<file path="config.mk">
export PLATFORM = sky130hd
export DESIGN_NAME = play_button_ctrl_flat
export DESIGN_NICKNAME = d
export VERILOG_FILES = /design/src/rtl/fence_ui_pkg.sv /design/src/rtl/play_button_ctrl_if.sv /design/src/rtl/rect_hit.sv /design/src/rtl/play_button_ctrl.sv /design/src/flat_wrapper.sv
export SDC_FILE = /design/constraint.sdc
export NUM_CORES = 1
export LEC_CHECK = 0
export BUFFER_PORTS_ARGS = -buffer_cell sky130_fd_sc_hd__buf_4
export CAP_MARGIN = 10
export CORE_ASPECT_RATIO = 2
export CORE_MARGIN = 2
export CORE_UTILIZATION = 60
export DETAILED_ROUTE_END_ITERATION = 7
export PLACE_DENSITY = 0.84
export REMOVE_ABC_BUFFERS = 1
export SLEW_MARGIN = 15
export SYNTH_ARGS = -nofsm -noshare
export SYNTH_HDL_FRONTEND = slang
export SYNTH_SLANG_ARGS = --single-unit
</file>
<file path="constraint.sdc">
create_clock -name clk_in -period 7.84 [get_ports clk_in]
set_input_delay 0.392 -clock clk_in [delete_from_list [all_inputs] [get_ports clk_in]]
set_output_delay 0.392 -clock clk_in [all_outputs]
set_load 0.005 [all_outputs]
</file>
<file path="src/rtl/fence_ui_pkg.sv">
// Shared types and constants for the fence game UI: button FSM states, coordinate widths
// and play-button geometry (also consumed by the start-screen overlay).
package fence_ui_pkg;

    typedef enum logic [1:0] {
        IDLE     = 2'd0,
        HOVER    = 2'd1,
        FIRE     = 2'd2,
        COOLDOWN = 2'd3
    } btn_state_t;

    localparam int unsigned H_W = 11;
    localparam int unsigned V_W = 10;

    localparam int unsigned PLAY_BTN_X = 380;
    localparam int unsigned PLAY_BTN_Y = 500;
    localparam int unsigned PLAY_BTN_W = 200;
    localparam int unsigned PLAY_BTN_H = 100;

    function automatic logic [7:0] sat_inc8(input logic [7:0] v);
        return (v == 8'hFF) ? v : v + 8'd1;
    endfunction

endpackage

</file>
<file path="src/rtl/play_button_ctrl_if.sv">
// Cursor/frame inputs and overlay outputs of the play-button controller.
// click_in exists only when PLAY_BTN_CLICK_EN is defined.
interface play_button_ctrl_if;
    import fence_ui_pkg::*;

    logic             frame_done_in;
    logic             enable_in;
    logic             cursor_valid_in;
    logic [H_W-1:0]   cursor_x_in;
    logic [V_W-1:0]   cursor_y_in;
`ifdef PLAY_BTN_CLICK_EN
    logic             click_in;
`endif
    logic             hover_out;
    logic [7:0]       dwell_progress_out;
    logic             start_game_out;
    btn_state_t       state_out;

    modport master (
`ifdef PLAY_BTN_CLICK_EN
        output click_in,
`endif
        output frame_done_in,
        output enable_in,
        output cursor_valid_in,
        output cursor_x_in,
        output cursor_y_in,
        input  hover_out,
        input  dwell_progress_out,
        input  start_game_out,
        input  state_out
    );

    modport slave (
`ifdef PLAY_BTN_CLICK_EN
        input  click_in,
`endif
        input  frame_done_in,
        input  enable_in,
        input  cursor_valid_in,
        input  cursor_x_in,
        input  cursor_y_in,
        output hover_out,
        output dwell_progress_out,
        output start_game_out,
        output state_out
    );

endinterface

</file>
<file path="src/rtl/rect_hit.sv">
// Purely combinational point-in-rectangle test with half-open ranges [X, X+W) x [Y, Y+H).
module rect_hit
    import fence_ui_pkg::*;
#(
    parameter int unsigned X = PLAY_BTN_X,
    parameter int unsigned Y = PLAY_BTN_Y,
    parameter int unsigned W = PLAY_BTN_W,
    parameter int unsigned H = PLAY_BTN_H
) (
    input  logic           valid_i,
    input  logic [H_W-1:0] x_i,
    input  logic [V_W-1:0] y_i,
    output logic           hit_o
);

    logic in_x;
    logic in_y;

    always_comb begin
        in_x  = (32'(x_i) >= X) && (32'(x_i) < X + W);
        in_y  = (32'(y_i) >= Y) && (32'(y_i) < Y + H);
        hit_o = valid_i && in_x && in_y;
    end

endmodule

</file>
<file path="src/rtl/play_button_ctrl.sv">
// Start-screen play button: per-frame hit test, dwell timer, one-cycle start_game pulse.
// Define PLAY_BTN_CLICK_EN to add an immediate click-to-fire path while hovering.
module play_button_ctrl
    import fence_ui_pkg::*;
#(
    parameter int unsigned BTN_X           = PLAY_BTN_X,
    parameter int unsigned BTN_Y           = PLAY_BTN_Y,
    parameter int unsigned BTN_W           = PLAY_BTN_W,
    parameter int unsigned BTN_H           = PLAY_BTN_H,
    parameter int unsigned DWELL_FRAMES    = 60,
    parameter int unsigned LOST_FRAMES     = 4,
    parameter int unsigned COOLDOWN_FRAMES = 30
) (
    input logic               clk_in,
    input logic               rst_in,
    play_button_ctrl_if.slave bus
);

    localparam int unsigned PROG_SCALE = (255 << 16) / DWELL_FRAMES;
    localparam logic [7:0]  DWELL_CNT  = 8'(DWELL_FRAMES);
    // Saturating 8-bit counters can never exceed 255, so clamp the thresholds.
    localparam logic [7:0]  LOST_CNT   = (LOST_FRAMES > 255) ? 8'd255 : 8'(LOST_FRAMES);
    localparam logic [7:0]  COOL_CNT   = (COOLDOWN_FRAMES > 255) ? 8'd255 : 8'(COOLDOWN_FRAMES);

    function automatic logic [7:0] progress(input logic [7:0] dwell);
        logic [31:0] scaled;
        scaled = (32'(dwell) * PROG_SCALE) >> 16;
        return (scaled > 32'd255) ? 8'd255 : scaled[7:0];
    endfunction

    btn_state_t state_q, state_d;
    logic [7:0] dwell_q, dwell_d;
    logic [7:0] miss_q, miss_d;
    logic [7:0] cool_q, cool_d;
    logic [7:0] dwell_inc, miss_inc, cool_inc;
    logic       hover_q, start_q;
    logic [7:0] prog_q, prog_d;
    logic       hit;
    logic       click_fire;

    rect_hit #(
        .X(BTN_X),
        .Y(BTN_Y),
        .W(BTN_W),
        .H(BTN_H)
    ) u_hit (
        .valid_i(bus.cursor_valid_in),
        .x_i    (bus.cursor_x_in),
        .y_i    (bus.cursor_y_in),
        .hit_o  (hit)
    );

`ifdef PLAY_BTN_CLICK_EN
    logic click_q;
    logic last_hit_q;

    always_ff @(posedge clk_in or negedge rst_in) begin
        if (!rst_in) begin
            click_q    <= 1'b0;
            last_hit_q <= 1'b0;
        end else begin
            click_q <= bus.click_in;
            if (bus.frame_done_in) last_hit_q <= hit;
        end
    end

    assign click_fire = bus.click_in && !click_q && last_hit_q;
`else
    assign click_fire = 1'b0;
`endif

    always_comb begin
        state_d   = state_q;
        dwell_d   = dwell_q;
        miss_d    = miss_q;
        cool_d    = cool_q;
        dwell_inc = sat_inc8(dwell_q);
        miss_inc  = sat_inc8(miss_q);
        cool_inc  = sat_inc8(cool_q);

        if (!bus.enable_in) begin
            state_d = IDLE;
            dwell_d = 8'd0;
            miss_d  = 8'd0;
            cool_d  = 8'd0;
        end else begin
            unique case (state_q)
                IDLE: begin
                    if (bus.frame_done_in && hit) begin
                        dwell_d = 8'd1;
                        miss_d  = 8'd0;
                        state_d = (8'd1 >= DWELL_CNT) ? FIRE : HOVER;
                    end
                end
                HOVER: begin
                    if (click_fire) begin
                        state_d = FIRE;
                    end else if (bus.frame_done_in) begin
                        if (hit) begin
                            dwell_d = dwell_inc;
                            miss_d  = 8'd0;
                            if (dwell_inc >= DWELL_CNT) state_d = FIRE;
                        end else begin
                            miss_d = miss_inc;
                            if (miss_inc >= LOST_CNT) begin
                                state_d = IDLE;
                                dwell_d = 8'd0;
                                miss_d  = 8'd0;
                            end
                        end
                    end
                end
                FIRE: begin
                    state_d = COOLDOWN;
                    dwell_d = 8'd0;
                    miss_d  = 8'd0;
                    cool_d  = 8'd0;
                end
                COOLDOWN: begin
                    if (bus.frame_done_in) begin
                        cool_d = cool_inc;
                        if (cool_inc >= COOL_CNT) begin
                            state_d = IDLE;
                            cool_d  = 8'd0;
                        end
                    end
                end
                default: state_d = IDLE;
            endcase
        end
    end

    always_comb begin
        prog_d = 8'd0;
        if (state_d == HOVER)     prog_d = progress(dwell_d);
        else if (state_d == FIRE) prog_d = 8'd255;
    end

    always_ff @(posedge clk_in or negedge rst_in) begin
        if (!rst_in) begin
            state_q <= IDLE;
            dwell_q <= 8'd0;
            miss_q  <= 8'd0;
            cool_q  <= 8'd0;
            hover_q <= 1'b0;
            start_q <= 1'b0;
            prog_q  <= 8'd0;
        end else begin
            state_q <= state_d;
            dwell_q <= dwell_d;
            miss_q  <= miss_d;
            cool_q  <= cool_d;
            hover_q <= (state_d == HOVER);
            start_q <= (state_d == FIRE);
            prog_q  <= prog_d;
        end
    end

    assign bus.hover_out          = hover_q;
    assign bus.dwell_progress_out = prog_q;
    // Dropping enable during the FIRE cycle itself must still kill the pulse.
    assign bus.start_game_out     = start_q && bus.enable_in;
    assign bus.state_out          = state_q;

endmodule
</file>
<file path="src/flat_wrapper.sv">
// flat-port wrapper written by rule: the top's interface ports become plain ports
module play_button_ctrl_flat import fence_ui_pkg::*;
#(
    parameter int unsigned BTN_X           = PLAY_BTN_X,
    parameter int unsigned BTN_Y           = PLAY_BTN_Y,
    parameter int unsigned BTN_W           = PLAY_BTN_W,
    parameter int unsigned BTN_H           = PLAY_BTN_H,
    parameter int unsigned DWELL_FRAMES    = 60,
    parameter int unsigned LOST_FRAMES     = 4,
    parameter int unsigned COOLDOWN_FRAMES = 30
)
  (clk_in, rst_in, bus_frame_done_in, bus_enable_in, bus_cursor_valid_in, bus_cursor_x_in, bus_cursor_y_in, bus_hover_out, bus_dwell_progress_out, bus_start_game_out, bus_state_out);
  play_button_ctrl_if bus_i ();
  input logic clk_in;
  input logic rst_in;
  input wire logic [$bits(bus_i.frame_done_in)-1:0] bus_frame_done_in;
  input wire logic [$bits(bus_i.enable_in)-1:0] bus_enable_in;
  input wire logic [$bits(bus_i.cursor_valid_in)-1:0] bus_cursor_valid_in;
  input wire logic [$bits(bus_i.cursor_x_in)-1:0] bus_cursor_x_in;
  input wire logic [$bits(bus_i.cursor_y_in)-1:0] bus_cursor_y_in;
  output wire logic [$bits(bus_i.hover_out)-1:0] bus_hover_out;
  output wire logic [$bits(bus_i.dwell_progress_out)-1:0] bus_dwell_progress_out;
  output wire logic [$bits(bus_i.start_game_out)-1:0] bus_start_game_out;
  output wire logic [$bits(bus_i.state_out)-1:0] bus_state_out;
  assign bus_i.frame_done_in = bus_frame_done_in;
  assign bus_i.enable_in = bus_enable_in;
  assign bus_i.cursor_valid_in = bus_cursor_valid_in;
  assign bus_i.cursor_x_in = bus_cursor_x_in;
  assign bus_i.cursor_y_in = bus_cursor_y_in;
  assign bus_hover_out = bus_i.hover_out;
  assign bus_dwell_progress_out = bus_i.dwell_progress_out;
  assign bus_start_game_out = bus_i.start_game_out;
  assign bus_state_out = bus_i.state_out;
  play_button_ctrl #(.BTN_X(BTN_X), .BTN_Y(BTN_Y), .BTN_W(BTN_W), .BTN_H(BTN_H), .DWELL_FRAMES(DWELL_FRAMES), .LOST_FRAMES(LOST_FRAMES), .COOLDOWN_FRAMES(COOLDOWN_FRAMES)) u_core (.clk_in(clk_in), .rst_in(rst_in), .bus(bus_i));
endmodule
</file>
Word-level counts from Yosys, hierarchy flattened
Cells that the tools add are included.
{"block": "totals", "reg_bits": 36}
{"block": "classes", "mux": 31, "n_eq_ne": 13, "add_sub_neg": 3, "order_cmp": 8, "reduce_logical": 9, "n_mul": 1}
{"operator": "8-bit two-way mux", "count": 19}
{"operator": "8-bit one-hot mux with 3 select lines", "count": 2}
{"operator": "8-bit by 1-bit adder with 8-bit output (second input constant)", "count": 3}
{"operator": "8-bit equality test (second input constant)", "count": 3}
{"operator": "2-bit two-way mux", "count": 8}
{"operator": "8-bit one-hot mux with 2 select lines", "count": 1}
{"operator": "8-bit by 5-bit multiplier with 13-bit output (second input constant)", "count": 1}
{"operator": "11-bit by 9-bit greater-or-equal comparator with 1-bit output (second input constant)", "count": 1}
{"operator": "11-bit by 8-bit > comparator with 1-bit output (second input constant)", "count": 1}
{"operator": "11-bit by 10-bit less-than comparator with 1-bit output (second input constant)", "count": 1}
{"operator": "10-bit by 9-bit greater-or-equal comparator with 1-bit output (second input constant)", "count": 1}
{"operator": "10-bit less-than comparator (second input constant)", "count": 1}
{"operator": "8-bit by 3-bit greater-or-equal comparator with 1-bit output (second input constant)", "count": 1}
{"operator": "8-bit by 5-bit greater-or-equal comparator with 1-bit output (second input constant)", "count": 1}
{"operator": "8-bit by 6-bit greater-or-equal comparator with 1-bit output (second input constant)", "count": 1}
{"operator": "2-bit one-hot mux with 4 select lines", "count": 1}
{"operator": "2-bit equality test (second input constant)", "count": 3}
{"operator": "1-bit logical AND", "count": 6}
{"operator": "3-bit inequality test (second input constant)", "count": 2}
{"operator": "2-bit by 1-bit equality test with 1-bit output (second input constant)", "count": 2}
{"operator": "4-bit by 1-bit inequality test with 1-bit output (second input constant)", "count": 1}
{"operator": "3-bit by 1-bit inequality test with 1-bit output (second input constant)", "count": 1}
{"operator": "3-bit by 2-bit inequality test with 1-bit output (second input constant)", "count": 1}
{"operator": "3-bit AND reduction", "count": 1}
{"operator": "other kinds (2)", "count": 2}

Longest topological paths before layout
Gate-level depths: netlist of the first run.
{"block": "logic_depth", "depth_word": 12, "depth_mapped": 19, "depth_no_buf": 18}

Modules after synthesis
A second synthesis of the first run with hierarchy kept.
{"block": "hier_totals", "hier_cells": 295, "hier_area_um2": 2531.2}
{"mod": "play_button_ctrl", "area_per_inst_um2": 2419.8, "cells_each": 277, "n_inst": 1, "seq_area_each_um2": 900.9}
{"mod": "rect_hit", "area_per_inst_um2": 111.4, "cells_each": 18, "n_inst": 1, "seq_area_each_um2": 0.0}

Least setup slack after synthesis of the first run
Ideal clock, no wire load.
{"block": "synth_path", "path_kind": "input -> register", "start": "input port bus_cursor_y_in[3]", "end": "register u_core.prog_q[0] (netlist: u_core.bus.dwell_progress_out[0])", "setup_slack_ns": 4.115, "required_ns": 7.697, "path_stages": 17, "path_buffers": 2, "setup_time_ns": 0.143, "arrival_ns": 3.582, "path_cell_list": "o211ai_1 -> or4_4 -> a221oi_2 -> buf_6 -> buf_6 -> o21ai_0 -> a22oi_1 -> o22a_1 -> nor2_1 -> ha_1 -> ha_1 -> a21o_1 -> a21oi_1 -> nand2b_1 -> nand2b_1 -> a311oi_4 -> a31oi_1"}
{"block": "synth_via", "elab_chain_len": 11, "elab_cells_between_ends": 22}
{"element": "from (decl)", "line": "flat_wrapper.sv:20", "source": "input wire logic [$bits(bus_i.cursor_y_in)-1:0] bus_cursor_y_in;"}
{"element": "10-bit by 9-bit greater-or-equal comparator with 1-bit output or 10-bit less-than comparator (tied branches)", "line": "rect_hit.sv:21", "source": "in_y = (32'(y_i) >= Y) && (32'(y_i) < Y + H);"}
{"element": "1-bit logical AND *", "line": "rect_hit.sv:21"}
{"element": "1-bit logical AND *", "line": "rect_hit.sv:22", "source": "hit_o = valid_i && in_x && in_y;"}
{"element": "8-bit two-way mux or 1-bit logical AND (tied branches)", "line": "play_button_ctrl.sv:99, play_button_ctrl.sv:89"}
{"element": "8-bit two-way mux (on tied branches)", "line": "play_button_ctrl.sv:98, play_button_ctrl.sv:89"}
{"element": "8-bit one-hot mux with 3 select lines *", "line": "play_button_ctrl.sv:87", "source": "unique case (state_q)"}
{"element": "8-bit two-way mux *", "line": "play_button_ctrl.sv:81", "source": "if (!bus.enable_in) begin"}
{"element": "named net u_core.dwell_d[1]", "line": "play_button_ctrl.sv:32", "source": "logic [7:0] dwell_q, dwell_d;"}
{"element": "8-bit by 5-bit multiplier with 13-bit output *", "line": "play_button_ctrl.sv:27", "source": "scaled = (32'(dwell) * PROG_SCALE) >> 16;"}
{"element": "11-bit by 8-bit > comparator with 1-bit output", "line": "play_button_ctrl.sv:28", "source": "return (scaled > 32'd255) ? 8'd255 : scaled[7:0];"}
{"element": "8-bit two-way mux *", "line": "play_button_ctrl.sv:28"}
{"element": "8-bit two-way mux *", "line": "play_button_ctrl.sv:135", "source": "if (state_d == HOVER) prog_d = progress(dwell_d);"}
{"element": "named net u_core.prog_d[0]", "line": "play_button_ctrl.sv:37", "source": "logic [7:0] prog_q, prog_d;"}
{"element": "to (signal assigned)", "line": "play_button_ctrl.sv:155", "source": "prog_q <= prog_d;"}
{"element": "to (decl)", "line": "play_button_ctrl.sv:37"}
The timed path passes the listed nets; every way through them passes the cells marked *.
A chain may end at the register's enable or synchronous reset.

Worst setup path after layout of the first run
{"block": "layout_path", "start": "register u_core.state_q[0] (netlist: u_core.bus.state_out[0])", "end": "register u_core.prog_q[1] (netlist: u_core.bus.dwell_progress_out[1])"}
{"block": "layout_via", "elab_cells_between_ends": 22}
{"element": "from (decl)", "line": "play_button_ctrl.sv:31", "source": "btn_state_t state_q, state_d;"}
{"element": "from (signal assigned)", "line": "play_button_ctrl.sv:149", "source": "state_q <= state_d;"}
{"element": "2-bit equality test, or another cell as far along", "line": "play_button_ctrl.sv:87"}
{"element": "8-bit one-hot mux with 3 select lines *", "line": "play_button_ctrl.sv:87"}
{"element": "8-bit two-way mux *", "line": "play_button_ctrl.sv:81"}
{"element": "named net u_core.dwell_d[6]", "line": "play_button_ctrl.sv:32"}
{"element": "8-bit by 5-bit multiplier with 13-bit output *", "line": "play_button_ctrl.sv:27"}
{"element": "11-bit by 8-bit > comparator with 1-bit output *", "line": "play_button_ctrl.sv:28"}
{"element": "8-bit two-way mux *", "line": "play_button_ctrl.sv:28"}
{"element": "8-bit two-way mux *", "line": "play_button_ctrl.sv:135"}
{"element": "named net u_core.prog_d[1]", "line": "play_button_ctrl.sv:37"}
Marked as above.

==> impl_metrics.yaml, run 1 <==
synth:
  ys_warn_count: 0
  synthFlopType: "sky130_fd_sc_hd__dfrtp_1"
  async_reset_ff_share_pct: 100
  ys_seq_area_share_pct: 36.9
  netlist_instances: 266
  count_of_state_elements_after_synthesis: 36
  synthDistinctLibCells: 60
  syn_area_um2: 2440
  post_synth.cell_area_avg_um2: 9.18
  synth_edf_count: 0
layout:
  synthToLayoutAreaGrowth_pct: 14.9
  final_net_count: 335
  layout-drive-gt1-share_pct: 19.1
  antenna_cells: 0
  multi_input_comb_area_um2: 1440
  filler_cell_count: 316
  finish.cell_count_without_fillers: 350
  layout.area.seq_um2: 901
drt:
  detailroute.via_count: 2142
  dr.pass1.iters: 4
  detailedRoute.firstIterationViolations: 70
  avgRoutedWirePerCell_um: 16.3
  postRouteAntennaNets: 0
  detail_route.vias_per_cell: 6.12
  drt_wl_total_um: 5710
  drc: 0
floorplan:
  die_area_um2: 4630
  pin_count: 38
  core-area_um2: 3880
  number_of_cell_rows: 32
  fp.dieW_um: 49.1
  die_y_um: 94.2
  start_util_pct: 62.9
pwr:
  internal_pwr_total_mw: 0.267
  switching_part_of_the_total_power_pct: 22.5
  share_seq_of_total_power_pct: 54.0
  leakage_nw: 1.31
  p_sw_mw: 0.0774
  worst_ir_drop_vdd_mv: 0.124
  clkPwrFrac_pct: 39.4
  power.combinational.fraction_pct: 6.6
  power.density_nw_per_um2: 123
job:
  max_capacitance_violation_total: 0
sta:
  worstMarginPinSlew_ns: 0.827
  timing.final.crit_share_pct: 50.1
  finClkSkew_ns: 0.00774
  min_cycle_time_layout_ns: 3.93
  setup_viol: 0
  max_slew_margin_pct: 44.8
  achievable-frequency_mhz: 255
  timing.final.max_slew_violations: 0
  rsz0062_at_grt: "no"
  finalHoldViolCount: 0
  finalSetupTns_ns: 0
global_routing:
  antenna_found_initial: 0
  vias_in_the_first_global_route: 2130
  final_global_route_overflow_total: 0
  grt_use_total_pct: 27.2
  grt_max_degree: 37
  grt_first_pass_wirelength_um: 9690
setup_path:
  cp_data_required_time_ns: 7.99
  worst_setup_path_start_kind: "register"
  timing.rr.start: "u_core.bus.state_out[0]$_DFF_PN0_"
  timing.critical_path.fanout_max: 16
  critical_path_launch_point: "u_core.bus.state_out[0]$_DFF_PN0_"
  critical_path_arrival_ns: 4.08
  critical_path_type: "register to register"
  endpoint_kind: "register"
placed_design:
  detailed_place_hpwl_um: 4320
  port_buffers: 33
  dpl.cell_count: 342
  finalWeightedCongestion: 0.929
cts:
  ctsLongestPathBuffers: 2
  cts_resized: 0
  htree_levels: 2
  postCtsSetupBuffers: 0
  hold_buffer_count_at_cts: 0
  cts_tree: "done"
  cts-root-buf: "sky130_fd_sc_hd__clkbuf_8"
  clk_transition_reported_paths_ns: 0.07
  cts_buffers: 5
  cts_sinks: 36
  latest_clock_arrival_within_the_worst_skew_pair_ns: 0.29
hold_path:
  hold_class: "primary input to asynchronous set/reset pin"
run_status:
  outcome: "completed"
-- cells in the mapped netlist (all sizes together) (2+ instances only) --
cell type   n  area [um2]
nor2       17        63.8
a21o        5        37.5
o31a        2        17.5
nand2b     11        68.8
o21ai      13        68.8
nor2b       5        31.3
nand2      20        75.1
a31oi      12        75.1
nand3       9        50.1
a211oi      3        27.5
a22o        2        17.5
or4         2        18.8
o22ai       2        12.5
o21a        2        15.0
nor3        2        10.0
nand3b      3        22.5
o211ai      6        58.8
xor2        2        17.5
and2       11        68.8
mux2        3        33.8
a22oi       2        15.0
and3       12        75.1
a21boi      5        37.5
buf         4        31.3
ha         10         125
a21oi      15        75.1
nand4       4        25.0
mux2i       2        20.0
a311oi      2        41.3
clkbuf      5        18.8
o211a       2        20.0
a221oi      2        23.8
xnor2       2        17.5
dfrtp      36         901
and4bb      2        28.8
nor3b       4        30.0
inv        13        48.8
-- placed cells by master (no fill, tap or decap), types with 8 or more instances in the layout --
master                     instances
sky130_fd_sc_hd__dfrtp_1          36
sky130_fd_sc_hd__buf_4            34
sky130_fd_sc_hd__nand2_1          20
sky130_fd_sc_hd__nor2_1           17
sky130_fd_sc_hd__a21oi_1          15
sky130_fd_sc_hd__inv_1            13
sky130_fd_sc_hd__and3_1           12
sky130_fd_sc_hd__a31oi_1          12
sky130_fd_sc_hd__and2_1           11
sky130_fd_sc_hd__nand2b_1         11
sky130_fd_sc_hd__ha_1             10
sky130_fd_sc_hd__o21ai_0           9
sky130_fd_sc_hd__nand3_1           8
-- cells by family (layout without fill, tap and decap cells) --
kind of cell             after synthesis  count (layout)  share of synthesized area, %
AO/OA/AOI/OAI                         82              82                          24.7
XOR/XNOR                               4               4                          1.43
adder cells (fa/ha/maj)               11              11                          5.94
buffers and inverters                 22              55                          4.05
flip-flops                            36              36                          36.9
multiplexers                           5               5                          2.20
AND/OR/NAND/NOR                      106             106                          24.8
-- path summary, 6_finish.rpt --
check / to / cells past startpoint / slack, ns
setup / recovery: u_core.bus.dwell_progress_out[1]$_DFF_PN0_ / 14 / 3.91
hold reg to reg: u_core.miss_q[6]$_DFFE_PN0P_ / 1 / 0.51
min in group clk_in: u_core.bus.state_out[1]$_DFF_PN0_ / 3 / 0.47
hold / removal: u_core.miss_q[5]$_DFFE_PN0P_ / 1 / 0.05
setup reg to reg: u_core.bus.dwell_progress_out[1]$_DFF_PN0_ / 14 / 3.91
max in group asynchronous: u_core.bus.hover_out$_DFF_PN0_ / 1 / 7.47
-- power groups by stage --
stage	clock network, mW	registers, mW	logic (mW)
floorplan	0	0.189	0.00679
global placement	0	0.189	0.0221
detailed placement	0	0.189	0.0228
CTS	0.136	0.186	0.0229
global route	0.143	0.186	0.0256
finish	0.136	0.186	0.0228
-- cell type report --
class	count	area share [%]
inverters	13	1.74
well taps	51	2.27
repair buffers	34	9.10
clock buffers	7	3.08
multi-input cells	208	51.4
flip-flops and latches	36	32.1
clock inverters	1	0.268
-- state kept, by name, summed over array words and instances, names as in the netlist --
name / count
u_core.bus.dwell_progress_out: 8
u_core.bus.hover_out: 1
u_core.bus.state_out: 2
u_core.cool_q: 8
u_core.dwell_q: 8
u_core.miss_q: 8
u_core.start_q: 1
-- routing by layer --
metal | wire, um | track usage, % | share of wire, %
met1 | 2150 | 27.9 | 38
met2 | 3240 | 51.7 | 57
met3 | 150 | 4.30 | 2.6
met4 | 172 | 13.1 | 3.0
met5 | 0 | 0 | 0
-- critical path: stages (launching register included) --
cell and delay, ns:
sky130_fd_sc_hd__dfrtp_1 0.64, sky130_fd_sc_hd__nand2b_1 0.28, sky130_fd_sc_hd__nor2_1 0.39, sky130_fd_sc_hd__a22o_1 0.19, sky130_fd_sc_hd__o21ai_0 0.08, sky130_fd_sc_hd__mux2_2 0.33
sky130_fd_sc_hd__inv_1 0.10, sky130_fd_sc_hd__ha_1 0.25, sky130_fd_sc_hd__ha_1 0.30, sky130_fd_sc_hd__a21o_1 0.16, sky130_fd_sc_hd__a21oi_1 0.21, sky130_fd_sc_hd__nand2b_1 0.16
sky130_fd_sc_hd__nand2b_1 0.09, sky130_fd_sc_hd__a311oi_4 0.45, sky130_fd_sc_hd__a31oi_1 0.16
-- through the flow --
stage | util (%) | setup slack (ns) | area [um2] | hold WS [ns] | power (mW)
3_5_place_dp | 69.8 | 3.75 | 2710 | 0.372 | 0.212
5_1_grt | 72.2 | 3.65 | 2810 | 0.0877 | 0.355
2_1_floorplan | - | 3.66 | 2390 | 0.0964 | 0.196
4_1_cts | 72.2 | 3.94 | 2810 | 0.0619 | 0.345
6_report | 72.2 | 3.91 | 2810 | 0.0494 | 0.344
3_3_place_gp | 69.8 | 3.81 | 2710 | 0.366 | 0.212
Power figures use the tool's default switching activity.
==> run 2, diff against run 1 <==
- CORE_UTILIZATION: 60 -> 57
- PLACE_DENSITY: 0.84 -> 0.8
- clock period: 7.84 -> 3.7 ns (I/O delays scaled with it)
==> impl_metrics.yaml, run 2 (synthesized netlist as in run 1, its figures left out) <==
run_status:
  outcome: "completed"
setup_path:
  critical_path_type: "register to register"
  cp_data_required_time_ns: 3.85
  timing.critical_path.slowest_cell_delay_ns: 0.55
  timing.critical_path.fanout_max: 8
  crit_slowest_cell: "sky130_fd_sc_hd__or4_4"
  r2r_end: "u_core.bus.dwell_progress_out[1]$_DFF_PN0_"
  reg2reg_depth: 15
  timing.rr.start: "u_core.miss_q[4]$_DFFE_PN0P_"
  r2r_setup_slack_ns: 0.15
  worst_setup_path_start_kind: "register"
  timing.critical_path.cells: "or4_4 > nor2_4 > buf_4 > a21bo_2 > nand3_2 > mux2_4 > inv_1 > ha_1 > ha_1 > a21o_1 > a21oi_2 > nand2b_4 > nand2b_4 > a311oi_4 > a31oi_1"
  critical_path_arrival_ns: 3.70
  endpoint_kind: "register"
layout:
  layout-drive-gt1-share_pct: 29.2
  synthToLayoutAreaGrowth_pct: 26.9
  post-route-util_pct: 75.8
  mostFrequentLayoutCell: "sky130_fd_sc_hd__buf_4"
  layout.area.seq_um2: 901
  final_net_count: 365
  most-common-layout-cells: "sky130_fd_sc_hd__buf_4 (63), sky130_fd_sc_hd__dfrtp_1 (36), sky130_fd_sc_hd__nand2_1 (20)"
  filler_cell_count: 312
  multi_input_comb_area_um2: 1490
  finish.cell_count_without_fillers: 381
  antenna_cells: 0
pwr:
  worst_ir_drop_vdd_mv: 0.268
  leakage_nw: 1.49
  power.density_nw_per_um2: 252
hold_path:
  hold-path-endpoint: "u_core.miss_q[1]$_DFFE_PN0P_"
  hold_class: "primary input to register"
  whs_path_depth: 3
  hold_path_startpoint: "bus_enable_in"
cts:
  cts_buffers: 5
  htree_levels: 2
  latest_clock_arrival_within_the_worst_skew_pair_ns: 0.29
  clk_transition_reported_paths_ns: 0.07
  ctsLongestPathBuffers: 2
  cts-root-buf: "sky130_fd_sc_hd__clkbuf_8"
  cts_sinks: 36
  cts_tree: "done"
floorplan:
  start_util_pct: 59.7
  pin_count: 38
  fp.dieW_um: 50.3
  number_of_cell_rows: 33
  core-area_um2: 4090
  die_y_um: 96.6
  die_area_um2: 4860
sta:
  max_slew_margin_pct: 45.1
  worstMarginPinSlew_ns: 0.821
  timing.hold.ws_ns: 0.260
  min_cycle_time_layout_ns: 3.55
  finalHoldViolCount: 0
  setup_viol: 0
  timing.final.crit_share_pct: 95.8
  finClkSkew_ns: 0.00373
  achievable-frequency_mhz: 282
  timing.final.max_slew_violations: 0
drt:
  detailroute.via_count: 2300
  avgRoutedWirePerCell_um: 16.3
  dr.pass1.iters: 4
  detail_route.vias_per_cell: 6.04
  drt_wl_total_um: 6220
  detailedRoute.firstIterationViolations: 52
  drc: 0
  postRouteAntennaNets: 0
job:
  max_capacitance_violation_total: 0
placed_design:
  finalWeightedCongestion: 0.959
  port_buffers: 33
  detailed_place_hpwl_um: 4810
  dpl.cell_count: 368
global_routing:
  antenna_found_initial: 0
  grt_first_pass_wirelength_um: 10200
  final_global_route_overflow_total: 0
  vias_in_the_first_global_route: 2344
  grt_use_total_pct: 28.0
  grt_max_degree: 37
## run 2: worst max path at each step
| stage | startpoint | depth (start not counted) | end |
|---|---|---|---|
| final | u_core.miss_q[4]$_DFFE_PN0P_ | 15 | u_core.bus.dwell_progress_out[1]$_DFF_PN0_ |
| after detailed placement | bus_cursor_y_in[3] | 16 | u_core.bus.dwell_progress_out[1]$_DFF_PN0_ |
| after floorplan | bus_cursor_y_in[3] | 15 | u_core.bus.dwell_progress_out[0]$_DFF_PN0_ |
| after global routing | u_core.miss_q[4]$_DFFE_PN0P_ | 17 | u_core.bus.dwell_progress_out[1]$_DFF_PN0_ |
| after global placement | bus_cursor_y_in[3] | 16 | u_core.bus.dwell_progress_out[3]$_DFF_PN0_ |
| after CTS | u_core.miss_q[4]$_DFFE_PN0P_ | 18 | u_core.bus.dwell_progress_out[1]$_DFF_PN0_ |
## run 2: report_power, final
| part | switching, mW | total [mW] | internal [mW] |
|---|---|---|---|
| sequential | 0.000161 | 0.394 | 0.394 |
| clock | 0.136 | 0.336 | 0.200 |
| combinational | 0.0279 | 0.0501 | 0.0222 |
## run 2: timing repair
| item | in CTS | in global routing |
|---|---|---|
| endpoints found under the setup margin | 4 | 8 |
| pin swaps | 1 | 7 |
| endpoints found under the hold margin | 36 | 0 |
| setup buffers | 0 | 4 |
| resized for setup | 1 | 12 |
| hold buffers | 1 | 0 |
## run 2: metal layers
layer	track usage, %	part of all wire, %
met1	25.5	35
met2	55.2	57
met3	4.77	2.9
met4	16.9	4.9
met5	0	0
## run 2: worst max-delay path: cells and delay by family (launching register included)
kind            cells  cell delay (ns)
compound gates      5             0.98
fa+ha+maj           2             0.54
buf+inv             2             0.20
flops               1             0.38
mux                 1             0.30
simple gates        5             1.00
## run 2: final cells by class
class / count / share of cell area [%]
Sequential cell: 36 / 29.1
Timing Repair Buffer: 64 / 15.6
Tap cell: 52 / 2.10
Inverter: 13 / 1.57
Clock inverter: 2 / 1.13
Multi-Input combinational cell: 208 / 48.2
Clock buffer: 6 / 2.34
## run 2: through the flow
step           worst slack [ns]  setup TNS [ns]  instance area [um2]  power [mW]
2_1_floorplan            -0.274           -2.18                 2390       0.416
3_3_place_gp            -0.0163         -0.0687                 2900       0.449
3_5_place_dp            -0.0651          -0.332                 2900       0.450
4_1_cts                  0.0124               0                 3020       0.783
5_1_grt                 -0.0112         -0.0332                 3100       0.805
6_report                  0.154               0                 3100       0.780
==> run 3, diff against run 2 <==
- CORE_MARGIN: 2 -> 10
- PLACE_DENSITY: 0.8 -> default
- PLACE_DENSITY_LB_ADDON: default -> 0.12
==> impl_metrics.yaml, run 3 (synthesized netlist as in run 1, its figures left out) <==
pwr:
  worst_ir_drop_vdd_mv: 0.333
  clkPwrFrac_pct: 38.2
  p_sw_mw: 0.171
  share_seq_of_total_power_pct: 54.8
  switching_part_of_the_total_power_pct: 23.8
  power_mw: 0.717
  internal_pwr_total_mw: 0.547
  power.combinational.fraction_pct: 7.0
  power.density_nw_per_um2: 237
  leakage_nw: 1.45
floorplan:
  die_y_um: 113
  die_area_um2: 7460
  core-area_um2: 4130
  start_util_pct: 59.2
  number_of_cell_rows: 33
  fp.dieW_um: 66.3
  pin_count: 38
drt:
  postRouteAntennaNets: 0
  detailedRoute.firstIterationViolations: 156
  drt_wl_total_um: 6660
  drc: 0
  detail_route.vias_per_cell: 6.12
  avgRoutedWirePerCell_um: 17.7
  dr.pass1.iters: 4
  detailroute.via_count: 2301
sta:
  timing.final.max_slew_violations: 0
  max_slew_margin_pct: 36.9
  achievable-frequency_mhz: 283
  setup_viol: 0
  worstMarginPinSlew_ns: 0.944
  timing.final.crit_share_pct: 95.7
  finClkSkew_ns: 0.00468
  timing.hold.ws_ns: 0.261
  finalHoldViolCount: 0
  min_cycle_time_layout_ns: 3.54
cts:
  cts_buffers: 5
  clk_transition_reported_paths_ns: 0.07
  cts_sinks: 36
  latest_clock_arrival_within_the_worst_skew_pair_ns: 0.29
  ctsLongestPathBuffers: 2
  htree_levels: 2
  cts_tree: "done"
  cts-root-buf: "sky130_fd_sc_hd__clkbuf_8"
layout:
  most-common-layout-cells: "sky130_fd_sc_hd__buf_4 (57), sky130_fd_sc_hd__dfrtp_1 (36), sky130_fd_sc_hd__nand2_1 (20)"
  final_net_count: 360
  mostFrequentLayoutCell: "sky130_fd_sc_hd__buf_4"
  antenna_cells: 0
  layout-drive-gt1-share_pct: 27.2
  synthToLayoutAreaGrowth_pct: 23.8
  stdcell_area_um2: 3020
placed_design:
  port_buffers: 33
  placed_cell_area_um2: 2870
  detailed_place_hpwl_um: 5120
  finalWeightedCongestion: 0.972
hold_path:
  hold_class: "primary input to register"
setup_path:
  critical_path_arrival_ns: 3.69
  endpoint_kind: "register"
  critical_path_type: "register to register"
  worst_setup_path_start_kind: "register"
  cp_data_required_time_ns: 3.85
  timing.critical_path.fanout_max: 8
global_routing:
  final_global_route_overflow_total: 0
  grt_first_pass_wirelength_um: 11100
  grt_max_degree: 37
  grt_use_total_pct: 18.6
  antenna_found_initial: 0
  vias_in_the_first_global_route: 2376
job:
  max_capacitance_violation_total: 0
run_status:
  outcome: "completed"
run 3: repair_timing:
item	CTS	global route
gates resized for setup	0	11
endpoints found under the setup margin	8	8
pin swaps	1	2
hold endpoints to repair	36	0
hold buffers	1	0
setup buffers	0	3
run 3: power by group through the flow:
stage	Sequential [mW]	Clock, mW	Combinational [mW]
4_1_cts	0.393	0.282	0.0501
2_1_floorplan	0.401	0	0.0144
6_report	0.394	0.274	0.0500
5_1_grt	0.393	0.299	0.0557
3_5_place_dp	0.401	0	0.0490
3_3_place_gp	0.401	0	0.0480
run 3: layout make-up:
| type | instances | area (um2) |
|---|---|---|
| clock buffer | 5 | 68.8 |
| clock inverter | 3 | 18.8 |
| fill | 328 | 1110 |
| inverter | 13 | 48.8 |
| multi-input combinational | 208 | 1470 |
| sequential | 36 | 901 |
| tap | 52 | 65.1 |
| timing repair buffer | 59 | 449 |
run 3: metrics by stage:
stage          setup slack, ns  setup TNS (ns)  utilization, %  instances
2_1_floorplan           -0.274           -2.18               -        257
3_3_place_gp           -0.0273         -0.0847            69.5        364
3_5_place_dp            -0.115          -0.842            69.5        364
4_1_cts                 0.0305               0            71.9        373
5_1_grt                -0.0140         -0.0550            73.2        376
6_report                 0.161               0            73.2        376
run 3: final timing paths:
| check | slack (ns) | cells after the start | endpoint | from |
|---|---|---|---|---|
| hold reg to reg | 0.51 | 1 | u_core.miss_q[7]$_DFFE_PN0P_ | u_core.miss_q[7]$_DFFE_PN0P_ |
| max in group asynchronous | 2.99 | 2 | u_core.bus.state_out[0]$_DFF_PN0_ | rst_in |
| hold / removal | 0.26 | 3 | u_core.bus.state_out[1]$_DFF_PN0_ | bus_enable_in |
| min in group asynchronous | 0.39 | 2 | u_core.miss_q[2]$_DFFE_PN0P_ | rst_in |
| setup / recovery | 0.16 | 15 | u_core.bus.dwell_progress_out[1]$_DFF_PN0_ | u_core.miss_q[4]$_DFFE_PN0P_ |
| setup reg to reg | 0.16 | 15 | u_core.bus.dwell_progress_out[1]$_DFF_PN0_ | u_core.miss_q[4]$_DFFE_PN0P_ |
run 3: critical path, stage by stage, from the launching register on:
cell and delay, ns:
sky130_fd_sc_hd__dfrtp_1 0.39, sky130_fd_sc_hd__or4_4 0.55, sky130_fd_sc_hd__nor2_4 0.12, sky130_fd_sc_hd__nand2_1 0.08
sky130_fd_sc_hd__buf_4 0.15, sky130_fd_sc_hd__or2_2 0.32, sky130_fd_sc_hd__o211ai_4 0.22, sky130_fd_sc_hd__ha_1 0.26
sky130_fd_sc_hd__ha_1 0.21, sky130_fd_sc_hd__a21o_1 0.19, sky130_fd_sc_hd__a21oi_2 0.17, sky130_fd_sc_hd__nand2b_4 0.15
sky130_fd_sc_hd__nand2b_1 0.09, sky130_fd_sc_hd__a311oi_4 0.27, sky130_fd_sc_hd__buf_6 0.16, sky130_fd_sc_hd__a31oi_1 0.08
run 3: layer usage:
layer  wire [um]  track usage [%]  up-vias
li1            -                -     1097
met3         235             3.98       26
met1        2280             17.3     1120
met2        3810             34.7       58
met5           0                0        -
met4         335             10.8        0
